## src/rtl/eth_tx_framer_pkg.sv

```systemverilog
// Shared definitions for the Ethernet transmit framer and the receive-side FCS
// checker: line constants, the framer state type and a byte-wise CRC-32 step.
package eth_tx_framer_pkg;

    localparam logic [7:0]  ETH_PREAMBLE = 8'h55;
    localparam logic [7:0]  ETH_SFD      = 8'hD5;
    localparam logic [31:0] CRC32_POLY   = 32'hEDB88320;
    localparam logic [31:0] CRC32_INIT   = 32'hFFFFFFFF;

    typedef enum logic [2:0] {
        IDLE,
        PREAMBLE,
        SFD,
        DATA,
        PAD,
        FCS,
        IFG
    } eth_tx_state_t;

    // One byte of the reflected CRC-32, LSB of the byte first.
    function automatic logic [31:0] crc32_byte(input logic [31:0] crc,
                                               input logic [7:0]  dataByte);
        logic [31:0] c;
        c = crc ^ {24'h000000, dataByte};
        for (int i = 0; i < 8; i++) begin
            c = c[0] ? ((c >> 1) ^ CRC32_POLY) : (c >> 1);
        end
        return c;
    endfunction

endpackage

```

## src/rtl/eth_crc32.sv

```systemverilog
// Registered byte-wise CRC-32 accumulator.
// Ports:
//   clkIn    clock
//   rstNIn   asynchronous active-low reset (CRC returns to the initial value)
//   clearIn  reload the initial value (takes priority over enIn)
//   enIn     fold dataIn into the CRC this cycle
//   dataIn   byte to fold in
//   crcOut   current CRC register (not inverted)
module eth_crc32 (
    input  logic        clkIn,
    input  logic        rstNIn,
    input  logic        clearIn,
    input  logic        enIn,
    input  logic [7:0]  dataIn,
    output logic [31:0] crcOut
);
    import eth_tx_framer_pkg::*;

    always_ff @(posedge clkIn or negedge rstNIn) begin
        if (!rstNIn) begin
            crcOut <= CRC32_INIT;
        end else if (clearIn) begin
            crcOut <= CRC32_INIT;
        end else if (enIn) begin
            crcOut <= crc32_byte(crcOut, dataIn);
        end
    end

endmodule

```

## src/rtl/eth_tx_framer.sv

```systemverilog
// Ethernet transmit framer: turns a valid/ready/last payload stream into a
// GMII byte stream (preamble, SFD, payload, zero pad, FCS, inter-frame gap).
// Ports:
//   clkIn        125MHz transmit clock
//   rstNIn       asynchronous active-low reset
//   txDataIn     payload byte
//   txValidIn    payload byte valid
//   txLastIn     final payload byte, qualified by txValidIn
//   txReadyOut   byte on txDataIn is taken this cycle (DATA state only)
//   phyDataOut   registered byte to PHY
//   phyEnOut     registered transmit enable
//   phyErOut     registered transmit error
//   underrunOut  one-cycle pulse, stream starved mid-frame
//   oversizeOut  one-cycle pulse, frame longer than MAX_PAYLOAD
//
// state    | meaning
// IDLE     | waiting for txValidIn; CRC held at its initial value
// PREAMBLE | launching preamble bytes 2..7
// SFD      | launching the SFD byte
// DATA     | accepting payload; txReadyOut high
// PAD      | launching zero pad bytes up to MIN_PAYLOAD
// FCS      | launching the four inverted CRC bytes, LSB first
// IFG      | forced idle for IFG_BYTES cycles (IFG_BYTES must be >= 1)
module eth_tx_framer #(
    parameter int MIN_PAYLOAD = 60,
    parameter int MAX_PAYLOAD = 1514,
    parameter int IFG_BYTES   = 12
) (
    input  logic       clkIn,
    input  logic       rstNIn,
    input  logic [7:0] txDataIn,
    input  logic       txValidIn,
    input  logic       txLastIn,
    output logic       txReadyOut,
    output logic [7:0] phyDataOut,
    output logic       phyEnOut,
    output logic       phyErOut,
    output logic       underrunOut,
    output logic       oversizeOut
);
    import eth_tx_framer_pkg::*;

    localparam logic [10:0] MIN_CNT  = 11'(MIN_PAYLOAD);
    localparam logic [10:0] MAX_CNT  = 11'(MAX_PAYLOAD);
    localparam logic [10:0] SAT_CNT  = 11'(MAX_PAYLOAD + 1);
    localparam logic [10:0] IFG_LOAD = 11'(IFG_BYTES - 1);
    // Preamble byte 1 is launched from IDLE and byte 7 from PREAMBLE's last
    // cycle, so PREAMBLE itself lasts six cycles.
    localparam logic [10:0] PRE_LOAD = 11'd5;
    localparam logic [10:0] FCS_LOAD = 11'd3;

    eth_tx_state_t state;
    logic [10:0]   tmrCnt;
    logic [10:0]   payCnt;
    logic [10:0]   payCntNext;
    logic          overFlag;
    logic          hitMax;
    logic          crcClear;
    logic          crcEn;
    logic [7:0]    crcData;
    logic [31:0]   crcVal;
    logic [7:0]    fcsByte;

    assign txReadyOut = (state == DATA);
    assign payCntNext = (payCnt == SAT_CNT) ? payCnt : payCnt + 11'd1;
    assign hitMax     = (payCnt == MAX_CNT);

    assign crcClear = (state == IDLE);
    assign crcEn    = ((state == DATA) && txValidIn) || (state == PAD);
    assign crcData  = (state == PAD) ? 8'h00 : txDataIn;

    eth_crc32 crcInst (
        .clkIn   (clkIn),
        .rstNIn  (rstNIn),
        .clearIn (crcClear),
        .enIn    (crcEn),
        .dataIn  (crcData),
        .crcOut  (crcVal)
    );

    // tmrCnt counts 3..0 in FCS, so 3 selects the least significant byte.
    always_comb begin
        fcsByte = 8'h00;
        case (tmrCnt[1:0])
            2'd3:    fcsByte = ~crcVal[7:0];
            2'd2:    fcsByte = ~crcVal[15:8];
            2'd1:    fcsByte = ~crcVal[23:16];
            default: fcsByte = ~crcVal[31:24];
        endcase
    end

    always_ff @(posedge clkIn or negedge rstNIn) begin
        if (!rstNIn) begin
            state       <= IDLE;
            tmrCnt      <= '0;
            payCnt      <= '0;
            overFlag    <= 1'b0;
            phyDataOut  <= 8'h00;
            phyEnOut    <= 1'b0;
            phyErOut    <= 1'b0;
            underrunOut <= 1'b0;
            oversizeOut <= 1'b0;
        end else begin
            underrunOut <= 1'b0;
            oversizeOut <= 1'b0;
            case (state)
                IDLE: begin
                    phyDataOut <= 8'h00;
                    phyEnOut   <= 1'b0;
                    phyErOut   <= 1'b0;
                    payCnt     <= '0;
                    overFlag   <= 1'b0;
                    if (txValidIn) begin
                        state      <= PREAMBLE;
                        tmrCnt     <= PRE_LOAD;
                        phyDataOut <= ETH_PREAMBLE;
                        phyEnOut   <= 1'b1;
                    end
                end
                PREAMBLE: begin
                    phyDataOut <= ETH_PREAMBLE;
                    phyEnOut   <= 1'b1;
                    if (tmrCnt == '0) begin
                        state <= SFD;
                    end else begin
                        tmrCnt <= tmrCnt - 11'd1;
                    end
                end
                SFD: begin
                    phyDataOut <= ETH_SFD;
                    phyEnOut   <= 1'b1;
                    state      <= DATA;
                end
                DATA: begin
                    phyEnOut <= 1'b1;
                    if (txValidIn) begin
                        phyDataOut <= txDataIn;
                        phyErOut   <= overFlag || hitMax;
                        payCnt     <= payCntNext;
                        if (hitMax) begin
                            overFlag    <= 1'b1;
                            oversizeOut <= 1'b1;
                        end
                        if (txLastIn) begin
                            if (overFlag || hitMax) begin
                                state  <= IFG;
                                tmrCnt <= IFG_LOAD;
                            end else if (payCntNext < MIN_CNT) begin
                                state <= PAD;
                            end else begin
                                state  <= FCS;
                                tmrCnt <= FCS_LOAD;
                            end
                        end
                    end else begin
                        // Starved mid-frame: poison the frame and abandon it.
                        phyDataOut  <= 8'h00;
                        phyErOut    <= 1'b1;
                        underrunOut <= 1'b1;
                        state       <= IFG;
                        tmrCnt      <= IFG_LOAD;
                    end
                end
                PAD: begin
                    phyDataOut <= 8'h00;
                    phyEnOut   <= 1'b1;
                    phyErOut   <= 1'b0;
                    payCnt     <= payCntNext;
                    if (payCntNext >= MIN_CNT) begin
                        state  <= FCS;
                        tmrCnt <= FCS_LOAD;
                    end
                end
                FCS: begin
                    phyDataOut <= fcsByte;
                    phyEnOut   <= 1'b1;
                    phyErOut   <= 1'b0;
                    if (tmrCnt == '0) begin
                        state  <= IFG;
                        tmrCnt <= IFG_LOAD;
                    end else begin
                        tmrCnt <= tmrCnt - 11'd1;
                    end
                end
                IFG: begin
                    phyDataOut <= 8'h00;
                    phyEnOut   <= 1'b0;
                    phyErOut   <= 1'b0;
                    if (tmrCnt == '0) begin
                        state <= IDLE;
                    end else begin
                        tmrCnt <= tmrCnt - 11'd1;
                    end
                end
                default: begin
                    state <= IDLE;
                end
            endcase
        end
    end

endmodule

```

## config.mk

```make
export PLATFORM = sky130hd
export DESIGN_NAME = eth_tx_framer
export DESIGN_NICKNAME = d
export VERILOG_FILES = /design/src/rtl/eth_tx_framer_pkg.sv /design/src/rtl/eth_crc32.sv /design/src/rtl/eth_tx_framer.sv
export SDC_FILE = /design/constraint.sdc
export NUM_CORES = 1
export LEC_CHECK = 0
export ABC_AREA = 1
export CAP_MARGIN = 20
export CORE_ASPECT_RATIO = 1.75
export CORE_MARGIN = 1
export CORE_UTILIZATION = 34
export DETAILED_ROUTE_END_ITERATION = 7
export GPL_TIMING_DRIVEN = 0
export PLACE_DENSITY = 0.5
export SETUP_SLACK_MARGIN = 0.3
export SLEW_MARGIN = 15
export SYNTH_ARGS = -nofsm -noshare
export SYNTH_HDL_FRONTEND = slang
export SYNTH_SLANG_ARGS = --single-unit
export TNS_END_PERCENT = 5
```

## constraint.sdc

```tcl
create_clock -name clkIn -period 2.68 [get_ports clkIn]
set_input_delay 0.67 -clock clkIn [delete_from_list [all_inputs] [get_ports clkIn]]
set_output_delay 0.67 -clock clkIn [all_outputs]
set_load 0.05 [all_outputs]
```

==> results by group <==
Synthesis
  – Post-Synthesis Cell Area: 0.004961 mm^2
  – Seq cells post-synth: 70
  – YS warnings: 0
  – Number of synthesized flops with an enable pin: 0
  – Top post-synthesis cells by count: 203 x nand2_1, 75 x inv_1, 61 x nor2_1
  – Sequential fraction of the synthesis area: 36.12%
  – Distinct cells, synth: 41
  – Synthesized area divided by synthesized cell count: 7.285 um^2
  – Synth area leaders: dfrtp_1 19%, dfstp_2 17%, nand2_1 15%
  – Proportion of synthesized flip-flops having asynchronous set or reset: 100.0%
  – Area leader, netlist: dfrtp_1
  – Cells after synthesis: 681
  – Area fraction of the dominant cell type after synthesis: 19.17%
  – Top-count cell post-synth: nand2_1
  – Number of nets in the synthesized netlist: 699
  – Most common flop cell mapped by yosys: dfrtp_1

Final layout
  – Area Growth Syn to Fin: 16.44%
  – Number of antenna repair diodes: 0
  – Design area: 0.005777 mm^2
  – Net count reported at finish: roughly 740
  – Final cell utilization of the core: 40.41%
  – Layout cell share with drive strength beyond 1: 14.96%

Power and ir drop
  – Areal power density over the cells: 1509 mW/mm^2
  – Net switching power: 4.492 mW
  – Gate power share: 62.0%
  – Switching power as a share of total power: 51.52%
  – Internal power of the cells: 4.227 mW
  – Standby leakage power: about 2.8 nW
  – Share of total power in sequential cells: 22.6%
  – VDD IR-drop max: 0.0004970 V
  – Share of total power in the clock network: 15.4%

Clock tree
  – Clock slew seen by the registers of the worst setup and hold paths: 0.07 ns
  – H-Tree Depth: 3
  – Master cell of the clock root buffer: clkbuf_16
  – Number of buffers inserted by post-CTS setup repair: 0
  – CTS Buf Count: 9
  – Clock tree from TritonCTS: yes
  – Hold buffer count at cts: 0
  – Max Buffers Root-to-Sink: 2
  – Clock latency on the worst-skew pair: roughly 0.34 ns
  – Number of clock sinks: 70

Timing
  – Number of failing setup endpoints in the final timing report: 0
  – Final max-slew violation count: 0
  – Hold Violations, Final: 0
  – Setup repair after global routing missed its margin: true
  – Share of the clock period used by the worst path: between 80 and 90%
  – Worst-margin pin slew: 0.9515 ns
  – Headroom to the max-slew limit: between 30% and 40%
  – Crit path time final: 2.368 ns
  – Peak Freq: 422.3 MHz
  – Post-Route Skew: 0.009031 ns

Global routing
  – Number of antenna violations at the first check in global routing: 0
  – Largest net degree at the start of global routing: 48
  – Number of global-route vias before repair: between 4000 and 5000
  – Leftover overflow at the end of global routing: 0
  – Overall fraction of global-route tracks in use: 21.80%
  – Global-route wire length before repair: 24510 um

Floorplanning
  – DIE WIDTH: about 93 um
  – Core ar.: 0.01430 mm^2
  – Total die area: 0.01510 mm^2
  – Initial standard-cell utilization of the core: 34.70%
  – Number of placement rows: 58
  – Top-level I/O count: 25
  – Height of the die: 161.8 um

Setup path
  – WS Path Type: flop to output pin
  – Signal arrival time at the worst endpoint: 1.70 ns
  – Critical path endpoint category: output pin
  – Crit-path max FO: 6
  – CP Data Required Time: 2.01 ns
  – CP startpoint kind: flop

Drt
  – DRC errors left: 0
  – Post-route antenna net violation count: 0
  – Length of the first detailed-routing pass in iterations: 5
  – Routed Wire Length: 15600 um
  – Vias post-DR: 4614
  – Wire length per cell: 17.30 um
  – Starting DRT DRC Count: 239
  – Per-cell via count in the routed design: 5.115

Worst hold path
  – Tightest Hold Check Type: input pin to async pin

Place
  – Input/output buffers: 24
  – Global placement routability congestion: between 0.8 and 0.9
  – Dpl hpwl: 11930 um
  – Instance area after placement: between 0.005 and 0.006 mm^2

Flow run
  – Max Cap Viol: 0

Outcome
  – Run status: finished, final reports clean
-- per-layer routing --
layer	vias to the layer above	track usage [%]	share of wire [%]
met5	-	0	0
met4	0	11.61	4.4
met3	33	2.809	2.3
met2	103	41.44	56
met1	2187	22.57	37
li1	2291	-	-
-- sequential cells by signal, indices dropped and copies added, names as in the netlist --
signal / count
crcInst.crcOut: 32
overFlag: 1
oversizeOut: 1
payCnt: 11
phyDataOut: 8
phyEnOut: 1
phyErOut: 1
state: 3
tmrCnt: 11
underrunOut: 1
-- critical path, cell delays in order, from the launching register on --
cell and delay (ns):
dfrtp_1 0.45, inv_1 0.16, nand2_1 0.11, nor2_2 0.23, clkdlybuf4s18_2 0.41
-- cells in the final DEF, fill, tap and decap left out, types with 8 or more instances in the layout --
| master | n |
|---|---|
| nand2_1 | 203 |
| inv_1 | 75 |
| nor2_1 | 61 |
| nand3_1 | 54 |
| dfrtp_1 | 38 |
| o22ai_1 | 32 |
| dfstp_2 | 32 |
| xor2_1 | 30 |
| a21oi_1 | 22 |
| clkdlybuf4s50_1 | 22 |
| o21ai_0 | 20 |
| nand4_1 | 19 |
| nand2_2 | 12 |
| clkbuf_16 | 9 |
| buf_2 | 8 |
| nand2_4 | 8 |
-- worst paths after layout --
path,to,start,slack (ns),cells past startpoint
max,txReadyOut,state[2],0.31,4
min,phyDataOut[5],rstNIn,0.24,1
max reg2reg,tmrCnt[7],tmrCnt[0],0.39,10
min reg2reg,phyEnOut,phyEnOut,0.49,2
max in group asynchronous,crcInst.crcOut[1],rstNIn,1.80,2
min in group clkIn,phyEnOut,phyEnOut,0.49,2
-- what timing repair did --
item                                    CTS  global route
endpoints found under the setup margin    1            30
endpoints found under the hold margin     0             0
resized for setup                         4             2
cloned                                    0             0
-- kinds of logic after synthesis --
| logic type | after synthesis | share of synthesized area (%) |
|---|---|---|
| fa+ha+maj | 6 | 1.513 |
| simple gates | 377 | 34.27 |
| compound gates | 90 | 10.74 |
| flops | 70 | 36.12 |
| xor+xnor | 43 | 9.483 |
| buf+inv | 95 | 7.869 |
-- per-stage QoR --
stage               setup WS [ns]  setup TNS, ns  hold WS [ns]  cells  power (mW)
floorplan                  0.5207              0        0.3744    681       5.886
global placement           -1.769         -95.03        0.4730    885       7.311
detailed placement       -0.03621        -0.2537        0.4724    886       7.365
CTS                        0.3019              0        0.2421    902       8.747
global route               0.1534              0        0.2512    902       9.426
finish                     0.3118              0        0.2361    902       8.719
-- cell type report --
| class | count | area, um^2 |
|---|---|---|
| Fill cell | 1500 | 8519 |
| Multi-Input combinational cell | 516 | 2779 |
| Sequential cell | 70 | 1792 |
| Inverter | 81 | 304.0 |
| Timing Repair Buffer | 25 | 265.3 |
| Clock buffer | 10 | 239.0 |
| Tap cell | 180 | 225.2 |
| Buffer | 14 | 87.58 |
| Clock inverter | 6 | 85.08 |
-- power by group through the flow --
| stage | combinational [mW] | sequential [mW] | clock (mW) |
|---|---|---|---|
| after floorplan | 3.81 | 2.08 | 0 |
| after global placement | 5.33 | 1.98 | 0 |
| after detailed placement | 5.38 | 1.98 | 0 |
| after CTS | 5.41 | 1.97 | 1.37 |
| after global routing | 5.99 | 2.02 | 1.41 |
| final | 5.41 | 1.97 | 1.34 |
No activity file was read; power rests on OpenSTA's default activity.
